File: src/rtl/button_pkg.sv
// button_pkg: shared hold-state type and counter sizing helper for the button debouncer array.
package button_pkg;

    typedef enum logic [1:0] {IDLE, HOLD, REPEAT} hold_state_t;

    function automatic int max_int(input int a, input int b);
        return (a > b) ? a : b;
    endfunction

endpackage

File: src/rtl/button_debouncer_array_channel.sv
// button_channel: one button lane with synchroniser, tick-based debounce and hold/repeat FSM.
module button_channel
    import button_pkg::*;
#(
    parameter int ACTIVE_HIGH  = 1,
    parameter int DEB_TICKS    = 2,
    parameter int HOLD_TICKS   = 800,
    parameter int REPEAT_TICKS = 150
) (
    input  logic clk,
    input  logic reset,
    input  logic tick,
    input  logic btn_raw,
    output logic level_o,
    output logic press_o,
    output logic release_o,
    output logic long_o,
    output logic repeat_o,
    output logic press_next_o
);

    localparam int DW = $clog2(DEB_TICKS + 1);
    localparam int HW = $clog2(max_int(HOLD_TICKS, REPEAT_TICKS) + 1);
    localparam logic [DW-1:0] DEB_LAST  = DW'(DEB_TICKS - 1);
    localparam logic [HW-1:0] HOLD_LAST = HW'(HOLD_TICKS - 1);
    localparam logic [HW-1:0] REP_LAST  = HW'(REPEAT_TICKS > 0 ? REPEAT_TICKS - 1 : 0);
    localparam logic REP_EN = REPEAT_TICKS > 0;
    localparam logic INV    = ACTIVE_HIGH == 0;

    logic [1:0]    sync_q, sync_d;
    logic [DW-1:0] dcnt_q, dcnt_d;
    logic [HW-1:0] hcnt_q, hcnt_d;
    hold_state_t   state_q, state_d;
    logic          level_q, level_d;
    logic          press_q, press_d;
    logic          release_q, release_d;
    logic          long_q, long_d;
    logic          repeat_q, repeat_d;
    logic          s, accept, hold_done, rep_done, cnt_en;

    always_comb begin
        sync_d    = {sync_q[0], btn_raw};
        s         = sync_q[1] ^ INV;
        accept    = (s != level_q) && tick && (dcnt_q == DEB_LAST);
        dcnt_d    = (s == level_q || accept) ? '0 : dcnt_q + DW'(tick);
        level_d   = accept ? s : level_q;
        press_d   = accept && s;
        release_d = accept && !s;
        hold_done = (state_q == HOLD) && tick && (hcnt_q == HOLD_LAST);
        rep_done  = (state_q == REPEAT) && REP_EN && tick && (hcnt_q == REP_LAST);
        // A release accepted on an expiry tick swallows the long/repeat pulse.
        long_d    = hold_done && !release_d;
        repeat_d  = rep_done && !release_d;
        state_d   = release_d ? IDLE : press_d ? HOLD : hold_done ? REPEAT : state_q;
        cnt_en    = (state_q == HOLD) || ((state_q == REPEAT) && REP_EN);
        hcnt_d    = (release_d || press_d || hold_done || rep_done) ? '0 :
                    cnt_en ? hcnt_q + HW'(tick) : hcnt_q;
    end

    always_ff @(posedge clk or posedge reset) begin
        if (reset) begin
            sync_q    <= '0;
            dcnt_q    <= '0;
            hcnt_q    <= '0;
            state_q   <= IDLE;
            level_q   <= 1'b0;
            press_q   <= 1'b0;
            release_q <= 1'b0;
            long_q    <= 1'b0;
            repeat_q  <= 1'b0;
        end else begin
            sync_q    <= sync_d;
            dcnt_q    <= dcnt_d;
            hcnt_q    <= hcnt_d;
            state_q   <= state_d;
            level_q   <= level_d;
            press_q   <= press_d;
            release_q <= release_d;
            long_q    <= long_d;
            repeat_q  <= repeat_d;
        end
    end

    assign level_o      = level_q;
    assign press_o      = press_q;
    assign release_o    = release_q;
    assign long_o       = long_q;
    assign repeat_o     = repeat_q;
    assign press_next_o = press_d;

endmodule

File: src/rtl/button_debouncer_array.sv
// button_debouncer_array: shared-prescaler multi-channel debouncer with press/release/long/repeat events.
module button_debouncer_array
    import button_pkg::*;
#(
    parameter int N_CH         = 5,
    parameter int ACTIVE_HIGH  = 1,
    parameter int TICK_DIV     = 50000,
    parameter int DEB_TICKS    = 2,
    parameter int HOLD_TICKS   = 800,
    parameter int REPEAT_TICKS = 150
) (
    input  logic            clk,
    input  logic            reset,
    input  logic [N_CH-1:0] btn_in,
    output logic [N_CH-1:0] btn_level,
    output logic [N_CH-1:0] btn_press,
    output logic [N_CH-1:0] btn_release,
    output logic [N_CH-1:0] btn_long,
    output logic [N_CH-1:0] btn_repeat,
    output logic            any_press
);

    localparam int PW = $clog2(TICK_DIV);
    localparam logic [PW-1:0] P_LAST = PW'(TICK_DIV - 1);

    logic [PW-1:0]   pcnt_q, pcnt_d;
    logic            any_press_q, any_press_d;
    logic            tick;
    logic [N_CH-1:0] press_next;

    always_comb begin
        tick        = pcnt_q == P_LAST;
        pcnt_d      = tick ? '0 : pcnt_q + PW'(1);
        // Built from the channels' next-state so it lines up with btn_press.
        any_press_d = |press_next;
    end

    always_ff @(posedge clk or posedge reset) begin
        if (reset) begin
            pcnt_q      <= '0;
            any_press_q <= 1'b0;
        end else begin
            pcnt_q      <= pcnt_d;
            any_press_q <= any_press_d;
        end
    end

    assign any_press = any_press_q;

    for (genvar i = 0; i < N_CH; i++) begin : g_ch
        button_channel #(
            .ACTIVE_HIGH (ACTIVE_HIGH),
            .DEB_TICKS   (DEB_TICKS),
            .HOLD_TICKS  (HOLD_TICKS),
            .REPEAT_TICKS(REPEAT_TICKS)
        ) u_ch (
            .clk         (clk),
            .reset       (reset),
            .tick        (tick),
            .btn_raw     (btn_in[i]),
            .level_o     (btn_level[i]),
            .press_o     (btn_press[i]),
            .release_o   (btn_release[i]),
            .long_o      (btn_long[i]),
            .repeat_o    (btn_repeat[i]),
            .press_next_o(press_next[i])
        );
    end

endmodule

File: config.mk
export PLATFORM = sky130hd
export DESIGN_NAME = button_debouncer_array
export DESIGN_NICKNAME = d
export VERILOG_FILES = /design/src/rtl/button_pkg.sv /design/src/rtl/button_debouncer_array_channel.sv /design/src/rtl/button_debouncer_array.sv
export SDC_FILE = /design/constraint.sdc
export NUM_CORES = 1
export LEC_CHECK = 0
export ABC_AREA = 1
export BUFFER_PORTS_ARGS = -buffer_cell sky130_fd_sc_hd__buf_2
export CORE_ASPECT_RATIO = 1.5
export CORE_MARGIN = 2
export CORE_UTILIZATION = 55
export CTS_BUF_LIST = sky130_fd_sc_hd__clkbuf_8 sky130_fd_sc_hd__clkbuf_16
export CTS_CLUSTER_DIAMETER = 120
export DETAILED_ROUTE_END_ITERATION = 16
export HOLD_SLACK_MARGIN = 0.02
export PLACE_DENSITY = 0.81
export SLEW_MARGIN = 20
export SYNTH_ARGS = -nofsm -noshare
export SYNTH_HDL_FRONTEND = slang
export SYNTH_SLANG_ARGS = --single-unit
File: constraint.sdc
create_clock -name clk -period 4.5 [get_ports clk]
set_input_delay 0.9 -clock clk [delete_from_list [all_inputs] [get_ports clk]]
set_output_delay 0.9 -clock clk [all_outputs]
set_load 0.01 [all_outputs]
==> metrics.yaml, run 1 <==
diodes: 0
cts.path.max_buffers: 2
timing.final.crit_share_pct: 64.0
cp-end-kind: "register"
p_int_uw: 2110
switching_power_uw: 509
cp_common_cell: "ha_1"
timing.rr.end: "g_ch[2].u_ch.hcnt_q[8]"
grt_overflow: 0
routabilityCongestion: 0.896
grt_pass1_wl_um: 21600
hold_path_end: "g_ch[1].u_ch.sync_q[1]"
finalCriticalPeriod_ps: 2880
io_buffers: 32
final_common_cell: "nand2_1"
die_w_um: 92.7
place_area_um2: 6650
netlist_instances: 812
cts_tree: "yes"
worstSkewPairLatency_ps: 420
crit_chain: "ha_1 -> nand2_1 -> nor2_4 -> nand3_2 -> nor2_4 -> ha_1 -> ha_1 -> inv_1 -> nor2_1 -> nand3_1 -> nor3_1 -> xnor2_1 -> nor2_1"
crit_required_ps: 4800
cp.arrival_ps: 3180
area_delta_synth_final_pct: 12.5
outcome: "finished clean"
grt_pass1_vias: 5012
antenna_found_initial: 0
power_frac_comb_pct: 1.1
cts_setup_buffers: 0
hold_start: "g_ch[1].u_ch.sync_q[0]"
cts_htree_levels: 4
avgSynthCellArea_um2: 7.99
cp_num_buf_inv: 1
synth.yosys.seq_area_share_pct: 47.1
grt_max_degree: 71
cts_buffers: 17
start_util_pct: 56.3
drt_iter0_drc: 223
worstHoldPathType: "reg -> reg"
vias_per_cell: 5.10
drv_slew: 0
hold_violations: 0
maxCapViolations: 0
utilization_pct: 63.3
critical_path.top_delay_family: "simple AND/OR/NAND/NOR gates"
start_kind: "register"
tightest_slew_ps: 820
clkPwrFrac_pct: 56.6
grt_usage_pct: 21.7
ctsHoldBuffers: 0
final_cell_area_um2: 7300
slowest_stage: "nor2_4"
cts_root_buf: "clkbuf_16"
cts_sinks: 122
worst-path-max-fanout: 23
synth_nets: 845
place_hpwl_um: 8790
max_freq_mhz: 347
detail-route-antenna-nets: 0
dr.pass1.iters: 5
ys_warn_count: 0
clkTransAtPathRegs_ps: 60
row_count: 48
setup_viol: 0
postCtsResizedCells: 0
fin_setup_tns_ps: 0
reg2regPathDepth: 13
swShare_pct: 19.4
die_area_um2: 12700
io_pins: 33
synthFlopType: "dfrtp_1"
nets: 871
crit_path_max_incr_delay_ps: 570
max_slew_margin_pct: 45.3
min_path_cells: 0
p_leak_uw: 0.00376
post-route-drc-count: 0
synthArstFlopShare_pct: 100
die_y_um: 137
routed_wl_um: 12500
rsz0062_at_grt: "no"
fin_hold_ws_ps: 361
layout_common_cells: "180 x nand2_1, 144 x nor2_1, 122 x dfrtp_1, 113 x inv_1, 59 x nand3_1"
ys_seq_elements: 122
vias: 5107
seq_power_share_pct: 42.2
synthDistinctLibCells: 30
regToRegSetupSlack_ps: 1620
core_um2: 11500
layout-drive-gt1-share_pct: 11.2
fill_cells: 949
skew_ps: 7.24
critical_path_class: "reg -> reg"
wl_per_cell_um: 12.5
p_per_area_nw_per_um2: 359
peakVddDrop_uv: 285
synthesis.area_um2: 6490
synth_edf_count: 0
rr_startpoint: "pcnt_q[0]"
-- worst max path at each step --
| stage | start | to | slack [ps] | cells after the start |
|---|---|---|---|---|
| after floorplan | reset | any_press | 360 | 1 |
| after global routing | pcnt_q[0] | g_ch[3].u_ch.hcnt_q[8] | 1260 | 15 |
| after CTS | pcnt_q[0] | g_ch[2].u_ch.hcnt_q[8] | 1590 | 13 |
| final | pcnt_q[0] | g_ch[2].u_ch.hcnt_q[8] | 1620 | 13 |
| after global placement | pcnt_q[0] | g_ch[2].u_ch.hcnt_q[8] | 1720 | 13 |
| after detailed placement | pcnt_q[0] | g_ch[2].u_ch.hcnt_q[8] | 1620 | 13 |
-- metrics by stage --
step	instances	power [uW]	worst slack (ps)
6_report	1001	2620	1620
5_1_grt	1001	2700	1260
4_1_cts	1001	2640	1590
3_5_place_dp	969	1160	1620
3_3_place_gp	969	1160	1720
2_1_floorplan	812	1150	357
-- area by class of cell --
class	instances	area (um^2)	area share (%)
Timing Repair Buffer	35	183	2.50
Clock buffer	19	453	6.21
Inverter	115	434	5.95
Multi-Input combinational cell	547	2790	38.2
Clock inverter	13	199	2.73
Tap cell	150	188	2.57
Sequential cell	122	3050	41.8
-- cell usage after synthesis (5+ instances only) --
master	count	area share [%]
a21oi_1	10	0.77
buf_4	27	3.1
dfrtp_1	122	47
ha_1	26	5.0
inv_1	113	6.5
mux2i_1	5	0.77
nand2_1	180	10
nand2_2	7	0.67
nand3_1	59	4.6
nand3_2	5	0.77
nand4_1	12	1.2
nor2_1	144	8.3
nor3_1	25	1.9
o21ai_0	19	1.5
xnor2_1	12	1.6
xor2_1	18	2.4
-- power by group through the flow --
| stage | clock network (uW) | logic, uW | registers [uW] |
|---|---|---|---|
| 2_1_floorplan | 0 | 20.6 | 1120 |
| 3_3_place_gp | 0 | 30.7 | 1130 |
| 3_5_place_dp | 0 | 31.2 | 1130 |
| 4_1_cts | 1510 | 31.3 | 1110 |
| 5_1_grt | 1550 | 36.0 | 1110 |
| 6_report | 1480 | 29.5 | 1110 |
-- per-layer routing --
layer	global-route usage [%]	share of wire, %
met4	9.07	2.0
met5	0	0
met1	23.8	41
met3	5.89	4.1
met2	39.3	53
-- cell families (layout without fill, tap and decap cells) --
group | count (synthesis) | after routing | share of synthesized area [%]
simple gates | 447 | 447 | 29.9
fa+ha+maj | 26 | 26 | 5.01
flops | 122 | 122 | 47.1
mux | 5 | 5 | 0.771
compound gates | 39 | 39 | 3.30
xor+xnor | 30 | 30 | 4.05
buf+inv | 143 | 182 | 9.95
-- registers in the layout, summed over array words and instances (netlist names) --
name	flops
g_ch.u_ch.dcnt_q	10
g_ch.u_ch.state_q	10
pcnt_q	16
any_press	1
g_ch.u_ch.release_o	5
g_ch.u_ch.sync_q	10
g_ch.u_ch.long_o	5
g_ch.u_ch.hcnt_q	50
g_ch.u_ch.repeat_o	5
g_ch.u_ch.level_o	5
g_ch.u_ch.press_o	5
No activity file was read; power rests on OpenSTA's default activity.
==> run 2: changes to the inputs <==
--- a/config.mk
+++ b/config.mk
@@ -14,7 +14,7 @@
 export CTS_CLUSTER_DIAMETER = 120
 export DETAILED_ROUTE_END_ITERATION = 16
 export HOLD_SLACK_MARGIN = 0.02
-export PLACE_DENSITY = 0.81
+export PLACE_DENSITY = 0.84
 export SLEW_MARGIN = 20
 export SYNTH_ARGS = -nofsm -noshare
 export SYNTH_HDL_FRONTEND = slang
==> constraint.sdc (replaced) <==
create_clock -name clk -period 2.6 [get_ports clk]
set_input_delay 0.52 -clock clk [delete_from_list [all_inputs] [get_ports clk]]
set_output_delay 0.52 -clock clk [all_outputs]
set_load 0.01 [all_outputs]
==> run 2 against run 1 <==
  * Die area is the same
  * Sequential power grew 73%
  * Via count grew 0.55%
  * Utilization shrank 0.33 points
  * Global-route usage grew 0.17 points
  * Routed wire length grew 1.1%
  * Clock power grew 45%
  * First-iteration DRC count grew 80%
  * Final area shrank 0.51%
  * Cell count grew 0.30%
  * Maximum frequency grew 18%
  * Register-to-register slack lost 1500 ps
==> metrics.yaml, run 2 (synthesized netlist as in run 1, its figures left out) <==
cts.path.max_buffers: 2  # unchanged
p_leak_uw: 0.00375  # -0.38%
setup_viol: 0  # unchanged
worstSetupEndpoint: "g_ch[1].u_ch.hcnt_q[8]"
max_freq_mhz: 411  # +18%
max_slew_margin_pct: 57.1  # +12 points
routabilityCongestion: 0.925  # +3.2%
largest_reg_flops: 50  # unchanged
p_per_area_nw_per_um2: 567  # +58%
place_ws_ps: 18.3  # -1600 ps
cts_sinks: 122  # unchanged
clkTransAtPathRegs_ps: 50  # about the same
wl_per_cell_um: 12.6  # +0.76%
dr.pass1.iters: 9  # +4
placed_cells_incl_taps: 971  # +0.21%
cts_tree: "yes"
timing.rr.end: "g_ch[1].u_ch.hcnt_q[8]"
worstHoldPathType: "in -> reg"
cp-end-kind: "register"
routed_wl_um: 12700  # +1.1%
cp_common_cell: "nand2_1"
core_um2: 11500  # unchanged
layout_setup_ws_ps: 166  # -1460 ps
start_kind: "register"
utilization_pct: 63.0  # -0.33 points
min_path_cells: 1  # +1
critical_path_depth: 14  # +1
hold_violations: 0  # unchanged
die_y_um: 137  # unchanged
drt_iter0_drc: 401  # +80%
tightest_slew_ps: 643  # -177 ps
layout_common_cells: "180 x nand2_1, 141 x nor2_1, 122 x dfrtp_1, 115 x inv_1, 59 x nand3_1"
layout-drive-gt1-share_pct: 12.1  # +0.90 points
timing.final.crit_share_pct: 93.6  # +30 points
cts_htree_levels: 4  # unchanged
critPathLaunch: "pcnt_q[0]"
diodes: 0  # unchanged
outcome: "finished clean"
peakVddDrop_uv: 431  # +51%
top_regs: "g_ch.u_ch.hcnt_q x50, pcnt_q x16"
fin_hold_ws_ps: 212  # -149 ps
worst-path-max-fanout: 6  # -74%
reg2regPathDepth: 14  # +1
ctsHoldBuffers: 0  # unchanged
die_area_um2: 12700  # unchanged
cp_num_buf_inv: 1  # unchanged
crit_required_ps: 2900  # -1900 ps
area_delta_synth_final_pct: 11.9
skew_ps: 6.46  # -0.780 ps
crit_chain: "ha_2 -> nand2_1 -> nor2_4 -> nand3_2 -> nor2_4 -> buf_4 -> ha_1 -> ha_1 -> nand2_1 -> nor2_1 -> nand2_1 -> nor3_1 -> xnor2_1 -> nor2_1"
post-route-drc-count: 0  # unchanged
rsz0062_at_grt: "yes"
worstSkewPairLatency_ps: 410  # about the same
maxCapViolations: 0  # unchanged
cts_buffers: 17  # unchanged
final_common_cell: "nand2_1"
cp.arrival_ps: 2740  # -440 ps
row_count: 48  # unchanged
antenna_found_initial: 0  # unchanged
detail-route-antenna-nets: 0  # unchanged
place_hpwl_um: 8740  # -0.61%
die_w_um: 92.7  # unchanged
grt_max_degree: 123  # +73%
vias_per_cell: 5.11  # +0.25%
grt_usage_pct: 21.8  # +0.17 points
drv_slew: 0  # unchanged
fin_cells: 1004  # +0.30%
critical_path_class: "reg -> reg"
rr_startpoint: "pcnt_q[0]"
start_util_pct: 56.3  # unchanged
crit_path_max_incr_delay_ps: 380  # -190 ps
grt_overflow: 0  # unchanged
vias: 5135  # +0.55%
regToRegSetupSlack_ps: 170  # -1460 ps
io_pins: 33  # unchanged
grt_pass1_vias: 4983  # -0.58%
regMostFlops: "g_ch.u_ch.hcnt_q"
critical_path.top_delay_family: "simple AND/OR/NAND/NOR gates"
finalCriticalPeriod_ps: 2430  # -444 ps
nets: 875  # +0.46%
grt_pass1_wl_um: 22000  # +1.7%
io_buffers: 32  # unchanged
slowest_stage: "dfrtp_1"
cts_root_buf: "clkbuf_16"
[run 2: changes by cell type in the layout (fill, tap and decap cells not counted), moves of 3 or more]
cell,delta
buf_4,+3
nor2_1,-3
bufinv_16,-4
nor2_2,+3
[run 2: report_power, final]
part	switching, uW	internal, uW
Sequential	7.77	1910
Combinational	42.1	10.0
Clock	787	1360
[run 2: cell type report]
class / count / area, um^2
timing repair buffer: 39 / 225
clock buffer: 20 / 467
multi-input combinational: 547 / 2810
inverter: 115 / 435
fill: 962 / 4270
clock inverter: 11 / 81.3
tap: 150 / 188
sequential: 122 / 3050
[run 2: worst min path at each step]
stage                           startpoint                     end  slack [ps]
floorplan           g_ch[0].u_ch.sync_q[0]  g_ch[0].u_ch.sync_q[1]         330
global placement    g_ch[2].u_ch.sync_q[0]  g_ch[2].u_ch.sync_q[1]         330
detailed placement  g_ch[3].u_ch.sync_q[0]  g_ch[3].u_ch.sync_q[1]         330
CTS                              btn_in[1]  g_ch[1].u_ch.sync_q[0]         200
global route                     btn_in[3]  g_ch[3].u_ch.sync_q[0]         200
finish                           btn_in[3]  g_ch[3].u_ch.sync_q[0]         210
[run 2: stage by stage]
stage / setup TNS, ps / total power, uW / cell area (um^2)
final: 0 / 4120 / 7260
after global routing: -25.1 / 4240 / 7260
after CTS: 0 / 4150 / 7240
after detailed placement: 0 / 2000 / 6680
after global placement: 0 / 2000 / 6680
after floorplan: 0 / 1980 / 6490
[run 2: routing by layer]
metal	part of all wire [%]	track usage, %	vias to the layer above
li1	-	-	2573
met1	41	25.5	2404
met2	52	38.8	130
met3	3.8	4.19	28
met4	2.8	9.89	0
met5	0	0	-
[run 2: what timing repair did]
item / CTS / global route
endpoints found under the setup margin: 3 / 11
pin swaps: 1 / 0
resized for setup: 0 / 7
buffers inserted: 2 / 0
[run 2: worst register-to-register path, cell delays in order, from the launching register on]
cell,delay (ps)
dfrtp_1,380
ha_2,230
nand2_1,110
nor2_4,160
nand3_2,110
nor2_4,170
buf_4,160
ha_1,170
ha_1,170
nand2_1,90
nor2_1,110
nand2_1,90
nor3_1,180
xnor2_1,150
nor2_1,50
==> run 3: changes to the inputs <==
--- a/config.mk
+++ b/config.mk
@@ -7,9 +7,12 @@
 export LEC_CHECK = 0
 export ABC_AREA = 1
 export BUFFER_PORTS_ARGS = -buffer_cell sky130_fd_sc_hd__buf_2
+export CAP_MARGIN = 20
+export CELL_PAD_IN_SITES_DETAIL_PLACEMENT = 1
+export CELL_PAD_IN_SITES_GLOBAL_PLACEMENT = 1
 export CORE_ASPECT_RATIO = 1.5
 export CORE_MARGIN = 2
-export CORE_UTILIZATION = 55
+export CORE_UTILIZATION = 42
 export CTS_BUF_LIST = sky130_fd_sc_hd__clkbuf_8 sky130_fd_sc_hd__clkbuf_16
 export CTS_CLUSTER_DIAMETER = 120
 export DETAILED_ROUTE_END_ITERATION = 16
==> run 3 against run 2 <==
  * Critical endpoint is now g_ch[0].u_ch.hcnt_q[8]
  * Maximum frequency rose by 0.14%
  * Count of clock-buffer cells in the layout fell by 1
  * Flip-flop and latch count stayed put
==> metrics.yaml, run 3 (synthesized netlist as in run 1, its figures left out) <==
outcome: "finished clean"
timing.rr.end: "g_ch[0].u_ch.hcnt_q[8]"
place_hpwl_um: 11600  # +33%
fill_cells: 1866  # +94%
row_count: 55  # +15%
post-route-drc-count: 0  # unchanged
io_pins: 33  # unchanged
skew_ps: 9.89  # +3.43 ps
crit_chain: "ha_1 -> nand2_1 -> nor2_4 -> nand3_2 -> nor2_4 -> buf_4 -> ha_1 -> ha_1 -> nand2_1 -> nor3_1 -> nand3_1 -> xor2_1 -> nor2_1"
cp.arrival_ps: 2790  # +50 ps
final_common_cell: "nand2_1"
setup_viol: 0  # unchanged
p_per_area_nw_per_um2: 575  # +1.3%
cp_common_cell: "ha_1"
finalCriticalPeriod_ps: 2430  # -3.28 ps
detail-route-antenna-nets: 0  # unchanged
ctsHoldBuffers: 0  # unchanged
grt_max_degree: 53  # -57%
drt_iter0_drc: 112  # -72%
io_buffers: 32  # unchanged
fin_cells: 1058  # +5.4%
clkTransAtPathRegs_ps: 60  # about the same
wl_per_cell_um: 15.3  # +21%
rsz0062_at_grt: "no"
die_y_um: 156  # +14%
top_regs: "g_ch.u_ch.hcnt_q x50, pcnt_q x16"
grt_pass1_wl_um: 27400  # +25%
crit_path_max_incr_delay_ps: 370  # about the same
area_delta_synth_final_pct: 13.7
cts_sinks: 122  # unchanged
nets: 880  # +0.57%
slowest_stage: "dfrtp_1"
timing.final.crit_share_pct: 93.5  # -0.13 points
critical_path_class: "reg -> reg"
fin_hold_ws_ps: 90.8  # -121 ps
cts_htree_levels: 4  # unchanged
crit_required_ps: 2960  # +60 ps
maxCapViolations: 0  # unchanged
regToRegSetupSlack_ps: 170  # about the same
worstHoldPathType: "in -> async"
routed_wl_um: 16200  # +28%
p_leak_uw: 0.00379  # +1.2%
rr_startpoint: "pcnt_q[0]"
dr.pass1.iters: 4  # -5
core_um2: 15100  # +31%
peakVddDrop_uv: 377  # -12%
cts_buffers: 17  # unchanged
max_freq_mhz: 411  # +0.14%
cp_num_buf_inv: 1  # unchanged
place_area_um2: 6790  # +1.8%
seq_area_um2: 3050  # unchanged
max_slew_margin_pct: 72.0  # +15 points
hold_violations: 0  # unchanged
largest_reg_flops: 50  # unchanged
grt_overflow: 0  # unchanged
die_area_um2: 16500  # +30%
cts.path.max_buffers: 2  # unchanged
diodes: 0  # unchanged
regMostFlops: "g_ch.u_ch.hcnt_q"
start_util_pct: 43.0  # -13 points
cts_tree: "yes"
start_kind: "register"
worst-path-max-fanout: 6  # unchanged
vias_per_cell: 5.02  # -1.9%
grt_usage_pct: 21.3  # -0.54 points
final_cell_area_um2: 7370  # +1.6%
routabilityCongestion: 0.861  # -7.0%
placed_cells_incl_taps: 1026  # +5.7%
vias: 5309  # +3.4%
reg2regPathDepth: 13  # -1
tightest_slew_ps: 419  # -225 ps
critical_path.top_delay_family: "simple AND/OR/NAND/NOR gates"
layout_common_cells: "180 x nand2_1, 142 x nor2_1, 122 x dfrtp_1, 116 x inv_1, 59 x nand3_1"
multiInputGateArea_um2: 2800  # -0.45%
cts_root_buf: "clkbuf_16"
antenna_found_initial: 0  # unchanged
fin_setup_tns_ps: 0  # unchanged
die_w_um: 105  # +14%
worstSkewPairLatency_ps: 420  # about the same
layout_setup_ws_ps: 170  # +3.28 ps
place_ws_ps: 111  # +93.0 ps
cp-end-kind: "register"
grt_pass1_vias: 5910  # +19%
drv_slew: 0  # unchanged
layout-drive-gt1-share_pct: 12.0  # -0.070 points
[run 3: final cells by class]
type	count	share of cell area [%]
sequential	122	41.4
multi-input combinational	547	38.0
clock buffer	19	6.14
inverter	115	5.90
timing repair buffer	44	3.73
tap	199	3.38
clock inverter	12	1.49
[run 3: power breakdown]
part           internal, uW  total, uW  leakage (uW)  switching [uW]
sequential             1910       1920       0.00167            8.79
clock                  1430       2260      0.000289             828
combinational          14.0       61.9       0.00183            47.9
total                  3350       4240       0.00379             885
[run 3: timing repair]
item / CTS / global route
setup endpoints to repair: 0 / 7
setup buffers: 0 / 1
resized for setup: 0 / 3
[run 3: worst register-to-register path, cell delays in order, from the launching register on]
cell,delay (ps)
dfrtp_1,370
ha_1,210
nand2_1,110
nor2_4,110
nand3_2,90
nor2_4,190
buf_4,190
ha_1,180
ha_1,160
nand2_1,100
nor3_1,280
nand3_1,140
xor2_1,160
nor2_1,100
[run 3: worst max-delay path by stage]
stage | depth (start not counted) | slack (ps) | start | to
6_report | 13 | 170 | pcnt_q[0] | g_ch[0].u_ch.hcnt_q[8]
3_3_place_gp | 15 | 300 | pcnt_q[0] | g_ch[3].u_ch.hcnt_q[8]
5_1_grt | 15 | 7 | pcnt_q[0] | g_ch[0].u_ch.hcnt_q[9]
3_5_place_dp | 13 | 110 | pcnt_q[0] | g_ch[0].u_ch.hcnt_q[8]
4_1_cts | 14 | 110 | pcnt_q[0] | g_ch[1].u_ch.hcnt_q[8]
2_1_floorplan | 14 | 200 | pcnt_q[0] | g_ch[2].u_ch.hcnt_q[8]
[run 3: through the flow]
step,utilization [%],total power (uW)
after global placement,45.1,2010
after CTS,48.8,4290
after detailed placement,45.1,2010
after floorplan,-,1980
final,48.9,4240
after global routing,48.9,4370
[run 3: metal layers]
layer	share of wire, %	wire, um	global-route usage [%]
met3	2.1	347	3.92
met5	0	0	0
met1	38	6200	21.7
met4	2.9	476	10.2
met2	57	9150	41.2
